===== src/rtl/fft_pair_feeder_pkg.sv =====
// rtl/fft_pair_feeder_pkg.sv - shared FFT constants, pairing FSM states and index-width helper
package fft_pair_feeder_pkg;

    localparam int FP32_WIDTH = 32;

    typedef enum logic [1:0] {
        ST_IDLE = 2'd0,
        ST_FILL = 2'd1,
        ST_PAIR = 2'd2
    } pair_state_t;

    function automatic int idx_width(input int depth);
        return (depth <= 2) ? 1 : $clog2(depth);
    endfunction

endpackage


===== src/rtl/fft_pair_buf.sv =====
// rtl/fft_pair_buf.sv - half-frame sample store, one write port and a combinational read port
module fft_pair_buf
    import fft_pair_feeder_pkg::*;
#(
    parameter int DATA_WIDTH = FP32_WIDTH,
    parameter int DEPTH      = 8,
    parameter int IW         = idx_width(DEPTH)
) (
    input  logic                  clk,
    input  logic                  we,
    input  logic [IW-1:0]         waddr,
    input  logic [DATA_WIDTH-1:0] wdata,
    input  logic [IW-1:0]         raddr,
    output logic [DATA_WIDTH-1:0] rdata
);

    logic [DATA_WIDTH-1:0] mem [DEPTH];

    // Contents are only read after being written in the same frame, so no reset is needed.
    always_ff @(posedge clk) begin
        if (we) begin
            mem[waddr] <= wdata;
        end
    end

    assign rdata = mem[raddr];

endmodule


===== src/rtl/fft_pair_feeder.sv =====
// rtl/fft_pair_feeder.sv - radix-2 DIF pairing of x[n] with x[n+DEPTH] feeding the FP adder wrapper
module fft_pair_feeder
    import fft_pair_feeder_pkg::*;
#(
    parameter int DATA_WIDTH = FP32_WIDTH,
    parameter int DEPTH      = 8,
    parameter int ADD_LAT    = 3
) (
    input  logic                       clk,
    input  logic                       rst_n,
    input  logic                       in_valid,
    input  logic [DATA_WIDTH-1:0]      in_data,
    input  logic                       frame_start,
    output logic [DATA_WIDTH-1:0]      pair_a,
    output logic [DATA_WIDTH-1:0]      pair_b,
    output logic                       pair_valid,
    output logic [$clog2(DEPTH)-1:0]   pair_idx,
    output logic                       ena_add,
    output logic                       res_valid,
    output logic                       frame_abort,
    output logic                       busy
);

    localparam int IW  = idx_width(DEPTH);
    localparam int VL  = ADD_LAT + 2;
    localparam int DRW = $clog2(VL + 1);
    localparam logic [IW-1:0]  LAST_IDX   = IW'(DEPTH - 1);
    localparam logic [DRW-1:0] DRAIN_LOAD = DRW'(VL);

    pair_state_t           state, next_state;
    logic [IW-1:0]         cnt, next_cnt;
    logic [DRW-1:0]        drain, next_drain;
    logic [VL-1:0]         vsr;
    logic                  we, issue, abort;
    logic [IW-1:0]         waddr;
    logic [DATA_WIDTH-1:0] rdata;

    fft_pair_buf #(
        .DATA_WIDTH (DATA_WIDTH),
        .DEPTH      (DEPTH),
        .IW         (IW)
    ) u_buf (
        .clk   (clk),
        .we    (we),
        .waddr (waddr),
        .wdata (in_data),
        .raddr (cnt),
        .rdata (rdata)
    );

    always_comb begin
        next_state = state;
        next_cnt   = cnt;
        we         = 1'b0;
        waddr      = cnt;
        issue      = 1'b0;
        abort      = 1'b0;
        if (in_valid && (state == ST_IDLE || frame_start)) begin
            // A start outside IDLE discards the partial frame and restarts the fill.
            abort      = (state != ST_IDLE);
            we         = 1'b1;
            waddr      = '0;
            next_cnt   = IW'(1);
            next_state = ST_FILL;
        end else if (in_valid) begin
            case (state)
                ST_FILL: begin
                    we       = 1'b1;
                    next_cnt = cnt + IW'(1);
                    if (cnt == LAST_IDX) begin
                        next_cnt   = '0;
                        next_state = ST_PAIR;
                    end
                end
                ST_PAIR: begin
                    issue    = 1'b1;
                    next_cnt = cnt + IW'(1);
                    if (cnt == LAST_IDX) begin
                        next_cnt   = '0;
                        next_state = ST_IDLE;
                    end
                end
                default: begin
                    next_cnt   = '0;
                    next_state = ST_IDLE;
                end
            endcase
        end
    end

    // Drain keeps the adder clocked until the last issued pair has left its output register.
    always_comb begin
        next_drain = drain;
        if (issue) begin
            next_drain = DRAIN_LOAD;
        end else if (drain != '0) begin
            next_drain = drain - DRW'(1);
        end
    end

    always_ff @(posedge clk or negedge rst_n) begin
        if (!rst_n) begin
            state       <= ST_IDLE;
            cnt         <= '0;
            drain       <= '0;
            vsr         <= '0;
            pair_a      <= '0;
            pair_b      <= '0;
            pair_valid  <= 1'b0;
            pair_idx    <= '0;
            ena_add     <= 1'b0;
            frame_abort <= 1'b0;
            busy        <= 1'b0;
        end else begin
            state       <= next_state;
            cnt         <= next_cnt;
            drain       <= next_drain;
            vsr         <= {vsr[VL-2:0], pair_valid};
            pair_valid  <= issue;
            pair_a      <= issue ? rdata : '0;
            pair_b      <= issue ? in_data : '0;
            pair_idx    <= issue ? cnt : '0;
            frame_abort <= abort;
            ena_add     <= (next_state == ST_PAIR) || (next_drain != '0);
            busy        <= (next_state != ST_IDLE) || (next_drain != '0);
        end
    end

    assign res_valid = vsr[VL-1];

endmodule


===== config.mk =====
export PLATFORM = sky130hd
export DESIGN_NAME = fft_pair_feeder
export DESIGN_NICKNAME = d
export VERILOG_FILES = /design/src/rtl/fft_pair_feeder_pkg.sv /design/src/rtl/fft_pair_buf.sv /design/src/rtl/fft_pair_feeder.sv
export SDC_FILE = /design/constraint.sdc
export NUM_CORES = 1
export LEC_CHECK = 0
export ABC_CLOCK_PERIOD_IN_PS = 9800
export BUFFER_PORTS_ARGS = -buffer_cell sky130_fd_sc_hd__buf_4
export CORE_MARGIN = 1.5
export CORE_UTILIZATION = 60
export CTS_CLUSTER_SIZE = 10
export DETAILED_ROUTE_END_ITERATION = 8
export PLACE_DENSITY_LB_ADDON = 0.08
export SYNTH_ARGS = -nofsm -noshare
export SYNTH_HDL_FRONTEND = slang
export SYNTH_SLANG_ARGS = --single-unit

===== constraint.sdc =====
create_clock -name clk -period 9.8 [get_ports clk]
set_input_delay 0.98 -clock clk [delete_from_list [all_inputs] [get_ports clk]]
set_output_delay 0.98 -clock clk [all_outputs]
set_load 0.02 [all_outputs]

* After elaboration in Yosys (flattened, before gate mapping)
Memories as Yosys holds them, arrays and structs flattened.
Cells that the tools add are included.
** Word-level totals
- Memory bits (writable) :: 256
- Input port bits :: 36
- Memories :: 1
- Flip-flop bits (word level) :: 84
** Cells by class
- Eq/ne operators :: 4
- Mux-type cells :: 24
- Reduce and logical (&&, ||, !) cells :: 11
- $add $sub $neg :: 2
** Memory list
- u_buf.mem :: depth 8, width 32, read ports 1, clocked after Yosys merged registers in 0, write ports 1, line fft_pair_buf.sv:17 : logic [DATA_WIDTH-1:0] mem [DEPTH];
** Operators by type and width (number)
- 32-bit two-way mux :: 2
- 3-bit two-way mux :: 8
- 1-bit two-way mux :: 9
- 2-bit two-way mux :: 4
- 2-bit nonzero test :: 3
- 3-bit nonzero test :: 2
- 2-bit equality test (second input constant) :: 2
- 2-bit one-hot mux with 2 select lines :: 1
- 3-bit by 1-bit adder with 3-bit output (second input constant) :: 1
- 3-bit equality test (second input constant) :: 1
- 1-bit logical OR :: 3
- 3-bit by 1-bit subtractor with 3-bit output (second input constant) :: 1
- 2-bit by 1-bit equality test with 1-bit output (second input constant) :: 1
- 2-bit zero test :: 1
- 2-bit OR reduction :: 1
- 1-bit logical AND :: 1

* Depth between registers and ports, before layout
- Word-level depth :: 7
- Mapped depth :: 7

* Modules after synthesis
Synthesis repeated with hierarchy kept, for this count alone.
** Second synthesis, totals
- Cells, all modules :: 594
- Area, all modules :: 12794.8 um^2
** By module, submodules not included
- fft_pair_buf :: area each 9825.7 um^2, instances 1, cells each 383, seq. area each 7687.4 um^2
- fft_pair_feeder :: area each 2969.1 um^2, instances 1, cells each 211, seq. area each 2102.0 um^2

* Worst setup path after synthesis
No wires, ideal clock.
- Path type :: input-to-reg
- From :: in frame_start
- To :: mem u_buf.mem[2][0] (netlist bit) (enable)
- Setup slack :: 5.686 ns
- Arrival time :: 3.653 ns
- Stages :: 3
- Library setup time :: 0.461 ns
- Data required time :: 9.339 ns
- Cells stage by stage :: nor3b_1 > nand3_1 > nor3_1
** On the way
- Cells in the longest elaborated chain, start to end :: 5
- Elaborated cells on any way between the ends :: 6
- Those cells by class :: mux (4); reduce/logical (2)
** RTL lines
- from (decl) :: line fft_pair_feeder.sv:13 : input logic frame_start,
- 1-bit logical OR (*) :: line fft_pair_feeder.sv:58 : if (in_valid && (state == ST_IDLE || frame_start)) begin
- 1-bit logical AND (*) :: line fft_pair_feeder.sv:58
- 1-bit two-way mux :: line fft_pair_feeder.sv:58
- 1-bit two-way mux :: line fft_pair_buf.sv:21 : if (we) begin
- 1-bit two-way mux (not written as such) :: line fft_pair_buf.sv:22 : mem[waddr] <= wdata;
- to (decl) :: line fft_pair_buf.sv:17
Mark *: on every way between the ends. The rest lies on a longest branch, timed or not.

* Worst setup path in the final report
- From :: reg cnt[0]
- To :: mem u_buf.mem[3][18] (netlist bit) (enable)
** On the way
- Cells in the longest elaborated chain, start to end :: 1
** RTL lines
- from (decl) :: line fft_pair_feeder.sv:31 : logic [IW-1:0] cnt, next_cnt;
- from (signal assigned) :: line fft_pair_feeder.sv:116 : cnt <= next_cnt;
- 3-bit two-way mux :: line fft_pair_feeder.sv:58
Every way passes these cells.

==> results.rst <==
.. list-table::
   :header-rows: 1

   * - Metric
     - Value
   * - Outcome
     - finished clean
   * - Post-route fraction of the period consumed by the critical path
     - 32.6%
   * - Area enclosed by the die boundary
     - 22300 um^2
   * - Timing-limited maximum frequency
     - 0.313 GHz
   * - Setup fix buffers added after clock tree synthesis
     - 0
   * - Area share of the largest cell type after synthesis
     - 59.9%
   * - Growth of design area from synthesis to finish
     - 16.4%
   * - Critical path origin
     - cnt[0]$_DFFE_PN0P_
   * - Category of the worst setup path launch point
     - register
   * - # hold bufs at CTS
     - 0
   * - Remaining routing DRC violations
     - 0
   * - Leakage power summed over all cells
     - 6.16 nW
   * - Number of fill cells
     - 1376
   * - Synthesized area per cell
     - 19.0 um^2
   * - Final core utilization
     - 71.0%
   * - Comb power frac
     - 15.9%
   * - Number of buffer cells added on primary ports
     - 107
   * - Number of clock buffers inserted by TritonCTS
     - 39
   * - Netlist area before placement
     - 12800 um^2
   * - Slack of the worst reg-to-reg path
     - 6.61 ns
   * - Starting density of the core
     - 61.0%
   * - Most frequent cell after synthesis
     - edfxtp_1
   * - Clock network power share
     - 35.8%
   * - Arrival @ worst endpoint
     - 3.31 ns
   * - Detailed Route Iter0 Violations
     - 362
   * - Routed via count divided by cell count
     - 5.81
   * - Top post-synthesis cells by area
     - edfxtp_1 60%, dfrtp_1 16%, mux2i_1 10%, a221oi_2 3.5%, a221o_1 2.6%
   * - Seq pwr share
     - 48.3%
   * - Warnings, synthesis
     - 0
   * - Slew at the pin closest to its max-slew limit
     - 1.15 ns
   * - Number of violations of the max-capacitance limit
     - 0
   * - Cell internal pwr
     - 2.66 mW
   * - H-tree lvl count
     - 2
   * - Setup TNS after final layout
     - 0 ns
   * - Length in cells of the worst reg-to-reg path
     - 3
   * - Router iterations before antenna repair
     - 4
   * - Root buffer cell
     - clkbuf_16
   * - Nature of the critical path endpoint
     - register
   * - Number of global-route vias before repair
     - 6664
   * - Clock-pin slew of the registers on the worst-case setup and hold paths
     - 0.05 ns
   * - Class of the worst hold path
     - reg -> reg
   * - Fraction of registers with async set/reset
     - 24.7%
   * - Cells resized by post-CTS repair
     - 0
   * - Minimum setup slack after placement
     - 6.45 ns
   * - Clk Latency, worst-skew pair
     - 0.51 ns
   * - Tightest slew margin relative to the limit
     - 23.3%
   * - Setup repair after global routing missed its margin
     - no
   * - Antenna Diode Count
     - 0
   * - Area leader, netlist
     - edfxtp_1
   * - Switching share of power
     - 26.1%
   * - Launching point of the worst reg2reg path
     - cnt[0]$_DFFE_PN0P_
   * - Worst voltage drop across the vdd grid
     - 0.152 mV
   * - Fin crit period
     - 3.19 ns
   * - Distinct cells, synth
     - 38
   * - Post-layout net count
     - 837
   * - Minimum setup slack in the final design
     - 6.61 ns
   * - Endpoint of the most critical setup path
     - u_buf.mem[3][18]$_DFFE_PP_
   * - Power dissipated by switching net loads
     - 940 uW
   * - Total clock sinks
     - 340
   * - Width of the die
     - 149 um
   * - CTS tree
     - yes
   * - Category of the most critical setup path
     - reg -> reg
   * - Syn nets
     - 719
   * - Number of core rows
     - 53
   * - Setup violators final
     - 0
   * - Gate Count Post-Synth
     - 675
   * - Final estimated routing congestion in global placement
     - 0.727
   * - Antenna-violating nets left
     - 0
   * - Required time reported for the critical path endpoint
     - 9.91 ns
   * - Number of storage elements in the synthesis netlist
     - 340
   * - Power density over the cells
     - 241 nW/um^2
   * - Final Hold Vio Count
     - 0
   * - Remaining global-route overflow
     - 0
   * - Post-synth EDFFs
     - 256
   * - Worst reg2reg endpoint
     - u_buf.mem[3][18]$_DFFE_PP_
   * - Placeable core area
     - 21000 um^2
   * - Antenna violations before repair
     - 0
   * - Maximum number of pins on one net before global-route repair
     - 85
   * - Final wirelength
     - 23.6 mm
   * - Register area share after synthesis
     - 76.3%
   * - Critical path peak fanout
     - 42
   * - Flip-flop cell with the highest count after synthesis
     - edfxtp_1
   * - Estimated wirelength of the detail-placed design
     - 12.9 mm
   * - Height of the chip
     - 149 um
   * - Cell types with the highest counts after synthesis
     - 256 x edfxtp_1, 128 x mux2i_1, 84 x dfrtp_1, 33 x a221o_1, 33 x and2_1
   * - First-pass GRT wire length
     - 36.9 mm
   * - Max-slew violation count
     - 0
   * - Via count
     - 6367
   * - Average routed wire per standard cell
     - 21.5 um
   * - Clock tree skew after final layout
     - 0.0149 ns
   * - Share of layout cells above drive strength 1
     - 24.6%
   * - Total Routing Usage GR
     - 22.0%
   * - Clock tree buffer depth
     - 3
   * - Number of top-level pins
     - 108
[stage by stage]
stage	total power, mW	instance area (um^2)	hold slack, ns	instances
6_report	3.60	14900	0.346	1096
5_1_grt	3.74	14900	0.364	1096
4_1_cts	3.63	14900	0.348	1096
3_5_place_dp	2.34	13800	0.339	1027
3_3_place_gp	2.31	13800	0.332	1027
2_1_floorplan	2.21	12800	0.331	675
[sequential cells by signal, indices dropped and copies added, names as in the netlist]
| signal | flops |
|---|---|
| pair_idx | 3 |
| vsr | 5 |
| state | 2 |
| pair_valid | 1 |
| pair_b | 32 |
| drain | 3 |
| cnt | 3 |
| ena_add | 1 |
| u_buf.mem | 256 |
| pair_a | 32 |
| busy | 1 |
| frame_abort | 1 |
[worst min path at each step]
stage	start	to	cells after the start
2_1_floorplan	vsr[0]$_DFF_PN0_	vsr[1]$_DFF_PN0_	0
3_3_place_gp	vsr[3]$_DFF_PN0_	vsr[4]$_DFF_PN0_	0
3_5_place_dp	vsr[3]$_DFF_PN0_	vsr[4]$_DFF_PN0_	0
4_1_cts	vsr[3]$_DFF_PN0_	vsr[4]$_DFF_PN0_	0
5_1_grt	vsr[0]$_DFF_PN0_	vsr[1]$_DFF_PN0_	0
6_report	vsr[3]$_DFF_PN0_	vsr[4]$_DFF_PN0_	0
[area by class of cell]
cell class | count | area [um^2] | share of cell area (%)
well taps | 275 | 344 | 2.30
flip-flops and latches | 340 | 9790 | 65.6
clock buffers | 69 | 1130 | 7.58
multi-input cells | 287 | 2760 | 18.5
inverters | 10 | 37.5 | 0.251
repair buffers | 115 | 863 | 5.78
[cell usage in the layout (no fill, tap or decap)]
cell and instances:
nor3b_1 1, nand2b_1 4, ha_1 8, a21boi_4 1
clkbuf_16 41, o21ai_1 1, dfrtp_4 1, nor2_1 10
and2_4 1, nand4_1 1, xor2_1 1, a221oi_1 2
a21oi_1 2, nor3_2 1, a31oi_1 1, dfrtp_1 83
nor2_4 8, nand4bb_2 1, nand3_1 3, nor2b_4 1
nor2b_1 2, or3b_1 2, a211oi_1 1, mux2i_1 128
inv_2 2, buf_4 115, o22ai_1 2, o21ai_0 1
clkbuf_1 28, nand2_1 5, a221o_1 33, nand3b_1 3
a221oi_2 30, and2_1 33, edfxtp_1 256, inv_1 8
[per-layer routing]
layer  up-vias  share of wire, %  global-route usage [%]
li1       2889                 -                       -
met1      3259                43                    29.4
met2       175                50                    37.0
met3        44               4.5                    3.91
met4         0               2.1                    6.73
met5         -                 0                       0
[logic make-up after synthesis]
family	share of synthesized area, %
and+or+nand+nor	3.36
AOI/OAI and AO/OA	6.64
adders and majority gates	0.781
DFF	76.3
muxes	9.99
buffers and inverters	2.82
xor gates and xnor gates	0.0683
[critical path: stages, from the launching register on]
cell and delay (ns):
dfrtp_4 0.84, buf_4 0.66, nand2_1 0.29, nor2_4 0.93
[power groups by stage]
stage	clock network [mW]	logic [mW]	registers, mW
after global routing	1.37	0.620	1.75
after detailed placement	0	0.576	1.77
final	1.29	0.573	1.74
after global placement	0	0.554	1.76
after CTS	1.31	0.582	1.74
after floorplan	0	0.479	1.73
(Power assumes the default switching activity.)
